==> src/rtl/store_checker_pkg.sv <==
// store_checker_pkg: shared types for the store checker.
//   chk_state_t  - checker state encoding
//   exp_entry_t  - one expected (address, data) store, CHK_WIDTH bits per field
package store_checker_pkg;

    localparam int CHK_WIDTH = 32;

    typedef enum logic [2:0] {
        IDLE,
        ARMED,
        PASS,
        FAIL,
        TIMEOUT
    } chk_state_t;

    typedef struct packed {
        logic [CHK_WIDTH-1:0] addr;
        logic [CHK_WIDTH-1:0] data;
    } exp_entry_t;

endpackage

==> src/rtl/store_checker_table.sv <==
// store_checker_table: DEPTH-entry register file of expected stores.
//   clk      - rising-edge clock
//   wr_en    - write strobe (already qualified by the caller)
//   wr_idx   - entry written; indices >= DEPTH are dropped
//   wr_entry - entry value written
//   rd_idx   - combinational read index (match counter, may reach DEPTH)
//   rd_entry - entry at rd_idx, or 0 when rd_idx >= DEPTH
// Contents are intentionally not reset.
module store_checker_table
    import store_checker_pkg::*;
#(
    parameter int DEPTH = 4,
    parameter int IW    = $clog2(DEPTH),
    parameter int RW    = $clog2(DEPTH + 1)
) (
    input  logic          clk,
    input  logic          wr_en,
    input  logic [IW-1:0] wr_idx,
    input  exp_entry_t    wr_entry,
    input  logic [RW-1:0] rd_idx,
    output exp_entry_t    rd_entry
);

    exp_entry_t mem [DEPTH];

    always_ff @(posedge clk) begin
        if (wr_en && (int'(wr_idx) < DEPTH)) begin
            mem[wr_idx] <= wr_entry;
        end
    end

    always_comb begin
        rd_entry = '0;
        if (int'(rd_idx) < DEPTH) begin
            rd_entry = mem[rd_idx[IW-1:0]];
        end
    end

endmodule

==> config.mk <==
export PLATFORM = sky130hd
export DESIGN_NAME = store_checker_table
export DESIGN_NICKNAME = d
export VERILOG_FILES = /design/src/rtl/store_checker_pkg.sv /design/src/rtl/store_checker_table.sv
export SDC_FILE = /design/constraint.sdc
export NUM_CORES = 1
export LEC_CHECK = 0
export BUFFER_PORTS_ARGS = -buffer_cell sky130_fd_sc_hd__buf_4
export CAP_MARGIN = 10
export CORE_MARGIN = 5
export CORE_UTILIZATION = 60
export CTS_BUF_LIST = sky130_fd_sc_hd__clkbuf_16
export CTS_CLUSTER_SIZE = 40
export DETAILED_ROUTE_END_ITERATION = 12
export PLACE_DENSITY = 0.92
export REMOVE_ABC_BUFFERS = 1
export SKIP_CTS_REPAIR_TIMING = 1
export SYNTH_ARGS = -nofsm -noshare
export SYNTH_HDL_FRONTEND = slang
export SYNTH_SLANG_ARGS = --single-unit
==> constraint.sdc <==
create_clock -name clk -period 8.2 [get_ports clk]
set_input_delay 0 -clock clk [delete_from_list [all_inputs] [get_ports clk]]
set_output_delay 0 -clock clk [all_outputs]
set_load 0.05 [all_outputs]
==> out/results.txt, run 1 <==
Root buffer selected by CTS: clkbuf_16
TritonRoute pass-1 iters: 4
Shortest period the worst path allows: 2.43 ns
Endpoint type of the worst setup path: primary output
Predominant post-synthesis flop cell: edfxtp_1
Endpoints failing setup: 0
DRT iter0 DRCs: 345
Die width: 137 µm
Required time of the worst setup path: 8.20 ns
Uppermost layer routed: met4
Number of sinks on the clock net: 256
Number of primary I/O pins: 135
Final Hold Viols: 0
Combinational power share: 0.109
Average detailed-routed wire length per instance: 21.4 µm
Measured slew at the worst slew-check pin: 1.18 ns
Final Net Count: 757
List of cells traversed by the critical path: buf_6 > buf_4 > mux2i_1 > o22ai_1 > buf_4
Clock power share: 0.351
Number of vias in the routed layout: 5244
Pint: 0.00217 W
Diode count: 0
Worst-path cell with the longest stage delay: buf_4
Global-route usage over all layers: 0.189
Clock-pin slew on the worst setup and hold paths: 0.06 ns
Leak pwr: 4.54 nW
Delay contributed by the slowest stage of the critical path: 0.97 ns
MaxCap Viol Count: 0
Largest reg by FF count: mem
CTS HTree Levels: 1
Growth of design area from synthesis to finish: 24.5%
WP data arrival: 2.43 ns
Worst hold path cell count: 3
Routability congestion estimate from global placement: 0.726
Final critical-path share of the clock period: 0.296
Overflow left after global routing: 0
Most instantiated library cell after synthesis: edfxtp_1
Number of distinct library cells after synthesis: 16
Vias in the first global route: 5312
Per-instance average area after synthesis: 20.1 µm²
Post-synthesis sequential area ratio: 0.791
Row count: 46
Stages on worst setup path: 5
Clock buffer depth: 3
Met2 WL post-DR: 10500 µm
Top-area cell type share of the netlist area: 0.791
Starting Density: 0.612
Switching part of the total: 0.232
Final total negative setup slack: 0 ns
Max Transition Viols Final: 0
Run status: finished clean
WHS Endpoint: mem[1][41]
Class of the most critical setup path: in2out
Wire length the detailed router placed on met1: 7650 µm
Areal power density over the cells: 234 mW/mm²
Registers with the most flip-flops: mem (256)
Final hold slack: 0.0745 ns
Relative slew margins: 0.215
First-pass GRT wire length: 27300 µm
Worst path top cell family by delay: buffers and inverters
Startpoint Class: input port
Routed length on met3: 1180 µm
Core area: 0.0159 mm²
Path type of the worst min-delay path: in2reg
Height of the chip: 137 µm
Hold path start: wr_idx[0]
Number of register bits inferred by synthesis: 256
Yosys warning count: 0
CTS tree: built
P_sw: 0.000655 W
Half-perimeter wire length of the detailed placement result: 9950 µm
Cell occurring most often along the worst timing path: buf_4
RSZ-0062 raised after global routing: false
Full die area: 0.0189 mm²
Most area-hungry cell type in the Yosys netlist: edfxtp_1
Fmax achieved: 412 MHz
Share of cells above drive strength 1: 0.250
CTS Buf Count: 25
Cell Area, Synth: 0.00972 mm²
Most area-consuming cells after synthesis: edfxtp_1, mux2i_1, o22ai_1
Peak fanout along the critical path: 68
Peak ir drop on the vdd network: 205 µV
Asr flop ratio synth: 0
Combined buffer and inverter count along the critical path: 3
Wirelength, routed: 19600 µm
Post-synthesis instance total: 483
Number of flip-flops under the largest register name: 256
Top cell types by occurrence after synthesis: edfxtp_1, mux2i_1, o22ai_1
Antenna violations before repair: 0
Number of synthesized flops with an enable pin: 256
Remaining design rule violation count: 0
Final ANT Viol Nets: 0
Power share of the sequential group: 0.540
Largest net degree at the start of global routing: 69
Quantity of I/O buffers inserted on ports: 134
Mean number of vias per cell: 5.72
[final cells by class]
type | instances | area (µm²)
flip-flops and latches | 256 | 7690
fillers | 886 | 3780
multi-input cells | 199 | 1750
repair buffers | 204 | 1700
clock buffers | 25 | 626
well taps | 216 | 270
clock inverters | 17 | 78.8
[power by group through the flow]
stage          clock [W]  sequential [W]  combinational, W
3_5_place_dp           0         0.00155          0.000282
3_3_place_gp           0         0.00155          0.000274
6_report        0.000993         0.00153          0.000309
2_1_floorplan          0         0.00155          0.000162
4_1_cts          0.00100         0.00153          0.000284
5_1_grt          0.00107         0.00153          0.000326
[kinds of logic (layout without fill, tap and decap cells)]
kind of cell	Yosys count	count (layout)	share of synthesized area
AOI/OAI and AO/OA	64	64	0.0412
buffers and inverters	28	246	0.0320
DFF	256	256	0.791
muxes	128	128	0.132
and+or+nand+nor	7	7	0.00438
[worst max path at each step]
stage          startpoint  slack (ns)           end
2_1_floorplan   wr_idx[0]        2.92     mem[0][0]
3_3_place_gp    rd_idx[0]        5.90  rd_entry[38]
3_5_place_dp    rd_idx[0]        5.84  rd_entry[63]
4_1_cts         rd_idx[0]        5.81  rd_entry[63]
5_1_grt         rd_idx[0]        5.69  rd_entry[61]
6_report        rd_idx[0]        5.77  rd_entry[61]
[tightest hold or removal path, delay by kind of cell]
| family | cells | cell delay [ns] |
|---|---|---|
| buf+inv | 1 | 0.13 |
| simple gates | 2 | 0.25 |
[stage by stage]
| step | power [W] | utilization | instance area [µm²] | instances | setup slack [ns] |
|---|---|---|---|---|---|
| 6_report | 0.00283 | 0.762 | 12100 | 917 | 5.77 |
| 5_1_grt | 0.00292 | 0.762 | 12100 | 917 | 5.69 |
| 2_1_floorplan | 0.00171 | - | 9410 | 455 | 2.92 |
| 3_3_place_gp | 0.00182 | 0.677 | 10800 | 810 | 5.90 |
| 4_1_cts | 0.00282 | 0.721 | 11500 | 852 | 5.81 |
| 3_5_place_dp | 0.00184 | 0.677 | 10800 | 810 | 5.84 |
[per-layer routing]
| layer | vias to the layer above | global-route usage |
|---|---|---|
| met1 | 2658 | 0.234 |
| met5 | - | 0 |
| met3 | 30 | 0.0427 |
| met4 | 0 | 0.0449 |
| met2 | 174 | 0.341 |
| li1 | 2382 | - |
[layout by cell type, fill, tap and decap left out, drive strengths merged, types with 2 or more instances in the layout]
master	synthesis	layout
edfxtp	256	256
buf	22	139
mux2i	128	128
dlygate4sd3	0	65
o22ai	64	64
clkbuf	6	25
clkinv	0	8
inv	0	7
clkinvlp	0	2
Note: power is estimated with default switching activity, not from simulation.
==> run 2: changes to the inputs <==
--- a/config.mk
+++ b/config.mk
@@ -8,11 +8,11 @@
 export BUFFER_PORTS_ARGS = -buffer_cell sky130_fd_sc_hd__buf_4
 export CAP_MARGIN = 10
 export CORE_MARGIN = 5
-export CORE_UTILIZATION = 60
+export CORE_UTILIZATION = 51
 export CTS_BUF_LIST = sky130_fd_sc_hd__clkbuf_16
 export CTS_CLUSTER_SIZE = 40
 export DETAILED_ROUTE_END_ITERATION = 12
-export PLACE_DENSITY = 0.92
+export PLACE_DENSITY = 0.84
 export REMOVE_ABC_BUFFERS = 1
 export SKIP_CTS_REPAIR_TIMING = 1
 export SYNTH_ARGS = -nofsm -noshare
==> constraint.sdc (replaced) <==
create_clock -name clk -period 2.05 [get_ports clk]
set_input_delay 0 -clock clk [delete_from_list [all_inputs] [get_ports clk]]
set_output_delay 0 -clock clk [all_outputs]
set_load 0.05 [all_outputs]
==> run 2 against run 1 <==
Compared with the run above:
- non-clock buffer count is 5 higher
- highest routed layer unchanged
- clock-buffer cell count grew 2
- via count down 0.48%
- cell count grew 3.2%
- worst hold slack worse by 0.033 ns
- clock power rose to 4.5 times the previous value
- critical path depth unchanged
- utilization decreased by 10 points
- largest cell class unchanged
- first-iteration DRC count fell by 24%
- power grew to 4.2 times the previous value
==> out/results.txt, run 2 (same netlist as run 1, synthesis figures left out) <==
Required time of the worst setup path: 2.05 ns (-6.15 ns)
Die width: 148 µm (+7.8%)
First-pass GRT wire length: 28700 µm (+5.1%)
Max Transition Viols Final: 0 (unchanged)
Overflow left after global routing: 0 (unchanged)
Delay contributed by the slowest stage of the critical path: 0.54 ns (-0.43 ns)
Vias in the first global route: 5437 (+2.4%)
Standard cell area after detailed placement: 0.0109 mm² (+1.3%)
Endpoints failing setup: 0 (unchanged)
Final ANT Viol Nets: 0 (unchanged)
Areal power density over the cells: 957 mW/mm² (+310%)
Total non-filler cell area in the finished layout: 0.0124 mm² (+2.1%)
Clock buffer depth: 3 (unchanged)
P_sw: 0.00269 W (+310%)
Power share of the sequential group: 0.516 (-0.024)
List of cells traversed by the critical path: buf_4 > or2_2 > buf_4 > o22ai_1 > buf_4
Share of cells above drive strength 1: 0.263 (+0.0130)
Global-route usage over all layers: 0.166 (-0.0236)
Number of flip-flops under the largest register name: 256 (unchanged)
Worst-path cell with the longest stage delay: or2_2
MaxCap Viol Count: 0 (unchanged)
Run status: finished clean
CTS tree: built
Relative slew margins: 0.547 (+0.333)
Starting Density: 0.518 (-0.0940)
Routability congestion estimate from global placement: 0.703 (-3.1%)
Peak ir drop on the vdd network: 651 µV (+220%)
Placed cells: 834 (+3.0%)
Row count: 50 (+8.7%)
Core area: 0.0188 mm² (+18%)
Growth of design area from synthesis to finish: 27.1%
Clock-pin slew on the worst setup and hold paths: 0.06 ns (about the same)
Registers with the most flip-flops: mem (256)
Final Hold Viols: 0 (unchanged)
Number of vias in the routed layout: 5219 (-0.48%)
Endpoint type of the worst setup path: primary output
RSZ-0062 raised after global routing: false
Mean number of vias per cell: 5.52 (-3.5%)
Quantity of I/O buffers inserted on ports: 134 (unchanged)
Largest net degree at the start of global routing: 68 (-1.4%)
Measured slew at the worst slew-check pin: 0.679 ns (-0.499 ns)
Number of primary I/O pins: 135 (unchanged)
Largest reg by FF count: mem
DRT iter0 DRCs: 263 (-24%)
Remaining design rule violation count: 0 (unchanged)
CTS HTree Levels: 1 (unchanged)
Path type of the worst min-delay path: in2reg
Average detailed-routed wire length per instance: 20.2 µm (-5.4%)
Count of non-filler cells in the finished layout: 946 (+3.2%)
Final critical-path share of the clock period: 0.759
Final total negative setup slack: 0 ns (unchanged)
TritonRoute pass-1 iters: 4 (unchanged)
Final Net Count: 763 (+0.79%)
Commonest cells after routing, fill and taps aside: edfxtp_1, buf_4, mux2i_1
CTS Buf Count: 26 (+4.0%)
Most common library cell in the layout ignoring fill and taps: edfxtp_1
Cell occurring most often along the worst timing path: buf_4
Wirelength, routed: 19100 µm (-2.4%)
Antenna violations before repair: 0 (unchanged)
WP data arrival: 1.56 ns (-0.87 ns)
Peak fanout along the critical path: 27 (-60%)
Height of the chip: 148 µm (+7.8%)
Startpoint Class: input port
Shortest period the worst path allows: 1.56 ns
Pint: 0.00915 W (+320%)
Diode count: 0 (unchanged)
Switching part of the total: 0.227 (-0.00453)
Leak pwr: 4.66 nW (+2.7%)
Number of sinks on the clock net: 256 (unchanged)
Root buffer selected by CTS: clkbuf_16
Half-perimeter wire length of the detailed placement result: 10900 µm (+9.5%)
Class of the most critical setup path: in2out
Combinational power share: 0.106 (-0.003)
Worst path top cell family by delay: buffers and inverters
Fmax achieved: 643 MHz
Clock power share: 0.379 (+0.028)
Full die area: 0.0219 mm² (+16%)
Combined buffer and inverter count along the critical path: 3 (unchanged)
## run 2: cell count changes in the layout (fill, tap and decap cells not counted), sizes merged
cell and change:
dlygate4sd3 -1, bufinv +2, inv +3, clkinvlp -1, clkbuf +2, buf +6
## run 2: layout make-up
cell class | count | area, µm²
Sequential cell | 256 | 7690
Tap cell | 234 | 293
Timing Repair Buffer | 209 | 1810
Multi-Input combinational cell | 199 | 1750
Clock inverter | 21 | 150
Fill cell | 1245 | 6410
Clock buffer | 27 | 676
## run 2: worst paths after layout
path | from | endpoint | slack (ns) | cells past startpoint
worst max-delay path | rd_idx[1] | rd_entry[33] | 0.49 | 5
worst min-delay path | wr_idx[0] | mem[3][7] | 0.04 | 2
## run 2: per-stage QoR
step                      hold slack (ns)  worst slack (ns)   util  power, W
after global routing               0.0254             0.419  0.659    0.0123
after CTS                          -0.340             0.493  0.625    0.0119
after global placement              0.198             0.500  0.581   0.00731
after floorplan                    0.0989             -3.23      -   0.00685
after detailed placement            0.203             0.499  0.581   0.00737
final                              0.0419             0.495  0.659    0.0118
## run 2: routing by layer
| metal | vias up | wire length, µm | track usage |
|---|---|---|---|
| met5 | - | 0 | 0 |
| met4 | 0 | 307 | 0.0420 |
| met3 | 27 | 1050 | 0.0439 |
| met2 | 150 | 9900 | 0.288 |
| met1 | 2650 | 7870 | 0.208 |
| li1 | 2392 | - | - |
## run 2: power by group through the flow
| stage | sequential [W] | clock (W) | combinational (W) |
|---|---|---|---|
| detailed placement | 0.00622 | 0 | 0.00115 |
| floorplan | 0.00621 | 0 | 0.000646 |
| global placement | 0.00619 | 0 | 0.00112 |
| finish | 0.00610 | 0.00448 | 0.00125 |
| CTS | 0.00611 | 0.00459 | 0.00116 |
| global route | 0.00612 | 0.00481 | 0.00132 |
